## config.mk

```make
export PLATFORM = sky130hd
export DESIGN_NAME = pipe_ctrl
export DESIGN_NICKNAME = d
export VERILOG_FILES = /design/src/rtl/pipe_ctrl.sv
export SDC_FILE = /design/constraint.sdc
export NUM_CORES = 1
export LEC_CHECK = 0
export CAP_MARGIN = 25
export CELL_PAD_IN_SITES_DETAIL_PLACEMENT = 1
export CELL_PAD_IN_SITES_GLOBAL_PLACEMENT = 2
export CORE_MARGIN = 1.5
export CORE_UTILIZATION = 30
export DETAILED_ROUTE_END_ITERATION = 8
export PLACE_DENSITY_LB_ADDON = 0.05
export SYNTH_ARGS = -nofsm -noshare
export SYNTH_HDL_FRONTEND = slang
export SYNTH_SLANG_ARGS = --single-unit
```

## constraint.sdc

```tcl
create_clock -name clk -period 2.97 [get_ports clk]
set_input_delay 0.594 -clock clk [delete_from_list [all_inputs] [get_ports clk]]
set_output_delay 0.594 -clock clk [all_outputs]
set_load 0.02 [all_outputs]
```

## src/rtl/pipe_ctrl.sv

```systemverilog
// rtl/pipe_ctrl.sv - ID/EX/M/WB sequencing: multiply residency, flush, load-use and interlock bubbles.
// Optional macro PIPE_CTRL_FWD_EN: forwarding present, only load-use interlocks.
module pipe_ctrl #(
   parameter int MUL_CYCLES = 4
) (
   input  logic        clk,
   input  logic        rst,
   input  logic [15:0] inst_if,
   input  logic        branch_taken,
   output logic [15:0] inst_id,
   output logic [15:0] inst_ex,
   output logic [15:0] inst_m,
   output logic [15:0] inst_wb,
   output logic        pc_en,
   output logic        flush,
   output logic        mul_busy
);

   typedef enum logic {RUN, MUL} state_t;

   localparam logic [3:0] MUL_LOAD = 4'(MUL_CYCLES - 2);

   state_t     state;
   logic [3:0] cnt;
   logic       mul_stall;
   logic       take_branch;
   logic       hazard;

   function automatic logic is_writer(input logic [15:0] i);
      return (i[15:12] == 4'hF) || (i[15:12] == 4'h8);
   endfunction

   function automatic logic reads_reg(input logic [15:0] i, input logic [3:0] r);
      logic res;
      res = 1'b0;
      case (i[15:12])
         4'hF, 4'hB: res = (i[11:8] == r) || (i[7:4] == r);
         4'h8:       res = (i[7:4] == r);
         4'h4, 4'h5: res = (i[11:8] == r);
         default:    res = 1'b0;
      endcase
      return res;
   endfunction

   function automatic logic dep(input logic [15:0] prod, input logic [15:0] cons);
      return is_writer(prod) && reads_reg(cons, prod[11:8]);
   endfunction

   always_comb begin
      mul_stall   = ((state == RUN) && (inst_ex[15:12] == 4'hF) && (inst_ex[3:0] == 4'h4))
                 || ((state == MUL) && (cnt != 4'd0));
      take_branch = ((inst_ex[15:12] == 4'h4) || (inst_ex[15:12] == 4'h5)) && branch_taken;
`ifdef PIPE_CTRL_FWD_EN
      hazard      = (inst_ex[15:12] == 4'h8) && reads_reg(inst_id, inst_ex[11:8]);
`else
      hazard      = dep(inst_ex, inst_id) || dep(inst_m, inst_id) || dep(inst_wb, inst_id);
`endif
   end

   assign flush    = !rst && !mul_stall && take_branch;
   assign pc_en    = !rst && !mul_stall && (take_branch || !hazard);
   assign mul_busy = (state == MUL);

   always_ff @(posedge clk or posedge rst) begin
      if (rst) begin
         inst_id <= 16'h0000;
         inst_ex <= 16'h0000;
         inst_m  <= 16'h0000;
         inst_wb <= 16'h0000;
         state   <= RUN;
         cnt     <= 4'd0;
      end else if (mul_stall) begin
         // multiply parks in EX; M drains and receives bubbles
         inst_wb <= inst_m;
         inst_m  <= 16'h0000;
         if (state == RUN) begin
            state <= MUL;
            cnt   <= MUL_LOAD;
         end else begin
            cnt   <= cnt - 4'd1;
         end
      end else begin
         state   <= RUN;
         inst_wb <= inst_m;
         inst_m  <= inst_ex;
         if (take_branch) begin
            inst_ex <= 16'h0000;
            inst_id <= 16'h0000;
         end else if (hazard) begin
            inst_ex <= 16'h0000;
         end else begin
            inst_ex <= inst_id;
            inst_id <= inst_if;
         end
      end
   end

endmodule

```

# Yosys cells after proc, flatten, opt, wreduce, memory -nomap -nowiden
# Index checks and enable logic that the tools add are counted.
classes:
  bitwise_logic: 2
  n_mux: 10
  add_sub_neg: 1
  eq_ne: 21
  n_reduce_logical: 28
ops:
  columns: ["op", "count"]
  rows:
  - ["16-bit 2-to-1 mux", 5]
  - ["4-bit == test (second input constant)", 9]
  - ["4-bit == test", 6]
  - ["4-bit by 3-bit == test with 1-bit output (second input constant)", 5]
  - ["1-bit logical OR", 11]
  - ["1-bit logical AND", 10]
  - ["1-bit case mux with 3 select lines", 3]
  - ["4-bit 2-to-1 mux", 1]
  - ["4-bit nonzero test", 1]
  - ["2-bit OR reduction", 2]
  - ["4-bit by 1-bit subtractor with 4-bit output (second input constant)", 1]
  - ["1-bit logical NOT", 3]
  - ["2-bit inequality test (second input constant)", 1]
  - ["1-bit inverter", 2]
  - ["2-bit AND reduction", 1]
  - ["1-bit 2-to-1 mux", 1]
word_totals:
  word_cells: 68
  out_inout_bits: 67
  input_bits: 19
  reg_bits: 69

# Logic depth before layout (Yosys ltp)
depth:
  depth_word: 9
  depth_mapped: 9
  ltp_nobuf: 8

# Worst setup path after synthesis
# OpenSTA, ideal clock, no wires.
synth_path:
  path_kind: "register -> output"
  from: "register inst_id[15]"
  to: "output pc_en"
  arrival_ns: 2.137
  stages_incl_launch_ff: 7
  path_slack_ns: 0.239
  n_path_buf: 1
  required_ns: 2.376
  cell_sequence: "dfrtp_1 > and3_1 > or2_1 > a211oi_4 > buf_2 > a21oi_1 > nor3_1"
synth_via:
  elab_chain_cells: 9
  word_cells_on_any_way: 18
  cone_classes: "eq/ne (5); mux (3); reduce/logical (10)"
synth_rtl:
  columns: ["element", "line", "source"]
  rows:
  - ["start, declared", "10", "output logic [15:0] inst_id,"]
  - ["start signal, assigned", "93", "inst_id <= inst_if;"]
  - ["4-bit by 3-bit == test with 1-bit output or 4-bit == test (tied branches)", "36", "case (i[15:12])"]
  - ["2-bit OR reduction", "36", null]
  - ["1-bit case mux with 3 select lines", "36", null]
  - ["1-bit logical AND", "46", "return is_writer(prod) && reads_reg(cons, prod[11:8]);"]
  - ["1-bit logical OR", "56", "hazard = dep(inst_ex, inst_id) || dep(inst_m, inst_id) || dep(inst_wb, inst_id);"]
  - ["1-bit logical OR *", "56", null]
  - ["1-bit logical NOT *", "61", "assign pc_en = !rst && !mul_stall && (take_branch || !hazard);"]
  - ["1-bit logical OR *", "61", null]
  - ["1-bit logical AND *", "61", null]
  - ["end, declared", "14", "output logic pc_en,"]
# Every way passes the cells marked *; elsewhere a longest branch is shown, timed or not.

# Worst setup path after layout
layout_path:
  from: "register state, in the netlist mul_busy"
  to: "output flush"
layout_via:
  elab_chain_cells: 7
  word_cells_on_any_way: 8
  cone_classes: "bitwise (1); reduce/logical (7)"
layout_rtl:
  columns: ["element", "line", "source"]
  rows:
  - ["start, declared", "23", "state_t state;"]
  - ["start signal, assigned", "70", "state <= RUN;"]
  - ["start signal, assigned", "77", "state <= MUL;"]
  - ["start signal, assigned", "83", "state <= RUN;"]
  - ["1-bit inverter", null, null]
  - ["1-bit logical AND (2 in series)", "50", "mul_stall = ((state == RUN) && (inst_ex[15:12] == 4'hF) && (inst_ex[3:0] == 4'h4))"]
  - ["1-bit logical OR *", "51", "|| ((state == MUL) && (cnt != 4'd0));"]
  - ["1-bit logical NOT *", "60", "assign flush = !rst && !mul_stall && take_branch;"]
  - ["1-bit logical AND * (2 in series)", "60", null]
  - ["end, declared", "15", "output logic flush,"]
# Marked as above.

==> flow_summary.ini <==
[final_layout]
multi_input_comb_area_um2 = 1190
finish.instance_area_um2 = 4330
nFillCells = 1093
final-seq-area_um2 = 1730
share_of_post_route_cells_with_drive_strength_above_1_pct = 13.9
num_antenna_cells = 0
area_growth_syn_to_layout_pct = 40.1
finish.net_count = 398

[placement]
placement.cell_area_um2 = 4120
finalWeightedCongestion = 0.829
port_buffers = 85
place_hpwl_um = 6650

[run_status]
outcome = complete, no violations

[sta]
report.final.slew_viol_count = 0
fin_tns_setup_ps = 0
timing.slew.headroom_pct = 43.1
rsz0062_at_grt = no
transition_time_of_the_tightest_slew_check_pin_ps = 854
finClkSkew_ps = 13.5
timing_hold_violations_final = 0
final.period_utilization_pct = 93.5
max_freq_mhz = 360
finalSetupViolCount = 0
final_period_minus_worst_setup_slack_ps = 2780

[synthesis]
yosys_register_bits = 69
syn-num-nets = 308
yosys.cell_types.count = 42
synthesis.area_um2 = 3090
synth.yosys.warnings = 0
synth-seq-area-share_pct = 55.8
synth_area_per_cell_um2 = 10.8
syn_inst = 287

[detailed_routing]
route.detailed.vias_per_inst = 4.85
routed_vias = 2498
drc = 0
first_iter_violations = 68
detail-route-antenna-nets = 0
first_pass_iters = 4
wl_per_cell_um = 17.6
routed_wl_um = 9070

[clock_tree]
holdBufCountCts = 0
worst_setup_hold_path_clk_slew_ps = 80
clock_tree.buffer_depth = 2
ctsRootBufferMaster = sky130_fd_sc_hd__clkbuf_8
cts_inserted_buffers = 9
clock_latency_ps = 350
tritoncts_num_sinks = 69
cts_htree_levels = 3
cts_tree = yes
cts_setup_buffers = 0
cts.repair.resized = 2

[setup_path]
startpoint_type = flip-flop
critical_path_peak_fanout = 5
crit_path_cell_trace = or4b_4 -> nor4_4 -> nor2_2 -> inv_1 -> nor3_1 -> dlygate4sd2_1
critical_path_arrival_ps = 2180
crit_type = flip-flop to output port
path_delay_family = simple AND/OR/NAND/NOR gates
critical_path.endpoint_type = output port
critPathBufInv = 2
critical-path-slowest-cell = sky130_fd_sc_hd__or4b_4
timing.critical_path.slowest_cell_delay_ps = 570
reg2reg_setup_slack_ps = 270
worstPathRequired_ps = 2380

[grt]
grt_first_pass_wirelength_um = 14700
grt_max_degree = 32
grt_pass1_vias = 2654
antenna_found_initial = 0
gr-usage-all-layers_pct = 17.8
overflow = 0

[power]
power_density_nw_per_um2 = 625
ir_drop_mv = 0.210
leakagePower_nw = 1.88

[min_path]
hp-class = flip-flop to flip-flop

[floorplanning]
initial_utilization_pct = 31.3
floorplan.die.height_um = 105
top_level_ports = 86
core_region_area_um2 = 9860
die_area_um2 = 10900
die_w_um = 105
fp-row-count = 36

[run]
max_cap_viol_count = 0
## final timing paths
check / start / end / depth (start not counted)
setup / recovery: mul_busy / flush / 6
hold / removal: inst_m[3] / inst_wb[3] / 0
setup reg to reg: inst_id[13] / inst_id[3] / 7
hold reg to reg: inst_m[3] / inst_wb[3] / 0
max in group asynchronous: rst / cnt[2] / 3
min in group asynchronous: rst / inst_id[1] / 2
## routing by layer
layer,vias to the layer above,global-route usage [%],share of wire [%]
met5,-,0,0
met2,72,29.4,50
met3,9,4.64,5.7
li1,1176,-,-
met1,1241,22.8,44
met4,0,5.16,1.1
## worst register-to-register path, cell delays in order, from the launching register on
cell and delay, ps:
sky130_fd_sc_hd__dfrtp_1 470, sky130_fd_sc_hd__and3_1 240, sky130_fd_sc_hd__o221ai_1 210, sky130_fd_sc_hd__o32ai_1 140, sky130_fd_sc_hd__a211oi_4 250, sky130_fd_sc_hd__buf_4 290
sky130_fd_sc_hd__and3_1 750, sky130_fd_sc_hd__o22ai_1 200
## sequential cells by signal, indices dropped and copies added, names as in the netlist
signal    flops
inst_ex      16
inst_id      16
inst_m       16
inst_wb      16
cnt           4
mul_busy      1
## area by class of cell
cell class / instances / share of cell area, %
timing repair buffer: 99 / 22.2
sequential: 69 / 39.9
clock inverter: 6 / 1.62
multi-input combinational: 177 / 27.5
inverter: 21 / 1.82
clock buffer: 10 / 3.18
tap: 133 / 3.84
## synth_stat cells (all sizes together)
master  instances  area share [%]
xor2            6             1.7
nor3            5            0.81
ha              2            0.81
and2            3            0.61
a21boi          1            0.24
o32ai           1            0.28
o31ai           2            0.49
dfrtp          69              56
a21oi           2            0.45
o221ai          1            0.28
nor4b           1            0.28
or4             2            0.61
buf             8             1.5
a211oi          1            0.65
nand2          38             4.7
a31oi           2            0.61
and3           18             3.6
or3             1            0.20
nor2            7            0.93
clkbuf         12             1.8
or2             1            0.20
nor3b           1            0.40
inv            21             2.5
xnor2          20             5.7
nor4            2            0.89
o21ai          18             2.9
nand3           3            0.49
nand4          21             4.5
or4b            1            0.45
o22ai          16             5.3
o31a            1            0.28
## cell usage in the layout (no fill, tap or decap), drive strengths merged
cell	instances
and3	18
nand3	3
nor4	2
nand4	21
nor2	7
or4b	1
nor3	5
o221ai	1
o21ai	18
a21oi	2
a21boi	1
inv	23
o31ai	2
clkbuf	11
dlygate4sd2	1
or3	1
bufinv	1
dfrtp	69
xnor2	20
nor3b	1
o31a	1
or4	2
a211oi	1
o22ai	16
ha	2
clkinv	3
o32ai	1
or2	1
buf	14
nand2	38
and2	3
clkdlybuf4s50	83
nor4b	1
a31oi	2
xor2	6
## per-stage QoR
step           instances  setup WS [ps]  total power, mW  hold WS [ps]  utilization [%]
2_1_floorplan        287            239             1.57           475                -
3_3_place_gp         499            219             1.94           358             41.8
3_5_place_dp         499            243             1.94           362             41.8
4_1_cts              515           61.2             2.75           378             43.9
5_1_grt              515           71.8             2.85           387             43.9
6_report             515            194             2.71           374             43.9
## cell families after synthesis
group	synth area share (%)
XOR/XNOR	7.37
adder cells (fa/ha/maj)	0.809
flip-flops	55.8
AO/OA/AOI/OAI	11.5
buffers and inverters	5.87
AND/OR/NAND/NOR	18.7
## where the power goes
group / internal, mW / leakage [nW] / total [mW] / switching (mW)
sequential: 1.06 / 0.837 / 1.19 / 0.137
clock: 0.418 / 0.107 / 0.798 / 0.380
combinational: 0.356 / 0.938 / 0.715 / 0.359
Note: power is estimated with default switching activity, not from simulation.
==> variant: new RTL, config.mk and constraints unchanged <==
Add a define of `PIPE_CTRL_FWD_EN`.
--- a/src/rtl/pipe_ctrl.sv
+++ b/src/rtl/pipe_ctrl.sv
@@ -1,5 +1,7 @@
 // rtl/pipe_ctrl.sv - ID/EX/M/WB sequencing: multiply residency, flush, load-use and interlock bubbles.
 // Optional macro PIPE_CTRL_FWD_EN: forwarding present, only load-use interlocks.
+`define PIPE_CTRL_FWD_EN
+
 module pipe_ctrl #(
    parameter int MUL_CYCLES = 4
 ) (
Behaviour: not the same (Yosys sat finds a counterexample within 4 cycles, from zero or initial values and one cycle with rst high).
==> variant against the unedited design <==
- sequential cell count stayed put
- sequential power fell by 9%
- area after synthesis fell by 14%
- setup slack worse by 0.041 ns
- routed wire length fell by 27%
- power shrank 13%
- combinational power shrank 41%
- cell area is 10% lower
- clock power up 6.8%
- critical path type unchanged
- largest cell class unchanged
- largest power group unchanged
- highest routed layer unchanged
==> variant: results (changes against the unedited design) <==
* Met1 Track Usage GR at 20.6% (-2.2 points)
* GPL Wtd Cong at 0.718 (-13%)
* Total gr overflow at 0 (unchanged)
* Vias in the first global route at 2062 (-22%)
* Post-Syn Nets at 242 (-21%)
* Seq pwr share at 46.0% (+1.9 points)
* GR Util met2 at 23.5% (-5.9 points)
* Least-Margin Pin Slew at 0.580 ns (-0.274 ns)
* WP data arrival at 2.22 ns (+0.04 ns)
* Maximum root-to-sink buffer count at 2 (unchanged)
* Placed Instance Area at 3650 um2 (-11%)
* Comb. pwr at 0.420 mW (-41%)
* Metal2 WL at 3.07 mm (-32%)
* Peak VDD IR at 0.000199 V (-5.0%)
* Clk root buf: clkbuf_8
* Largest cells by area after synthesis: dfrtp_1 (65%), mux2i_1 (6.0%), nand2_1 (5.2%)
* Hpwl dp at 4.68 mm (-30%)
* GRT Total Usage at 15.1% (-2.7 points)
* Wire per inst at 15.5 um (-12%)
* Met1 wire length at 3.19 mm (-19%)
* First-pass GRT wire length at 11.0 mm (-25%)
* Sequential-to-total area share from yosys stat at 65.0% (+9.2 points)
* Layout Nets at 336 (-16%)
* H-tree depth at 3 (unchanged)
* Via count at 1923 (-23%)
* Fin. Hold Viols at 0 (unchanged)
* Yosys warns at 0 (unchanged)
* Cells after DPL at 412 (-17%)
* Crit path max fanout at 6 (+1)
* Adder-Cell Fraction of Synth Area at 0.943% (+0.13 points)
* DP Worst Slack at 0.275 ns (+0.0322 ns)
* Clk_skew at 0.00788 ns (-0.00559 ns)
* PortBufs at 85 (unchanged)
* Sw Ratio at 27.6% (-4.7 points)
* DR iter-0 viols at 39 (-43%)
* Multiplexer share of the synthesized area at 6.46% (+6.5 points)
* Share of cells above drive strength 1 at 8.75% (-5.1 points)
* Met3 Usage GRT at 2.81% (-1.8 points)
* Largest delay contributor family on the critical path: simple AND/OR/NAND/NOR gates
* Met3 WL at 287 um (-45%)
* Pleak at 1.72 nW (-8.5%)
* CP max-delay cell: or4b_1
* Hold Path Class: reg -> reg
* Complex-gate fraction of the synthesized area at 5.51% (-5.9 points)
* Seq. pwr at 1.08 mW (-9%)
* Routed wire length at 6.62 mm (-27%)
* Mapped Cells at 221 (-23%)
* Synth unique cells at 29 (-31%)
* Most common library cells after synthesis: dfrtp_1 (69), nand2_1 (37), inv_1 (20)
* Largest net degree at the start of global routing at 70 (+120%)
* Clk slew on worst S/H paths at 0.08 ns (about the same)
* Status: complete, no violations
* Ant. Diodes at 0 (unchanged)
* Post-synthesis xor/xnor area fraction at 3.63% (-3.7 points)
## variant: final cells by class
type	instances	area [um2]
Multi-Input combinational cell	123	802
Clock buffer	9	124
Tap cell	108	135
Sequential cell	69	1730
Fill cell	965	4760
Timing Repair Buffer	92	917
Clock inverter	7	98.8
Inverter	20	75.1
## variant: path summary, 6_finish.rpt
| check | from | to | slack [ns] | cells past startpoint |
|---|---|---|---|---|
| max reg2reg | inst_ex[14]$_DFFE_PP0N_ | inst_ex[4]$_DFFE_PP0N_ | 0.80 | 5 |
| max | inst_ex[14]$_DFFE_PP0N_ | pc_en | 0.15 | 6 |
| min in group asynchronous | rst | inst_ex[1]$_DFFE_PP0N_ | 0.70 | 3 |
| max in group asynchronous | rst | inst_id[1]$_DFFE_PP0P_ | 1.97 | 3 |
| min | inst_m[11]$_DFF_PP0_ | inst_wb[11]$_DFF_PP0_ | 0.37 | 0 |
| min reg2reg | inst_m[11]$_DFF_PP0_ | inst_wb[11]$_DFF_PP0_ | 0.37 | 0 |
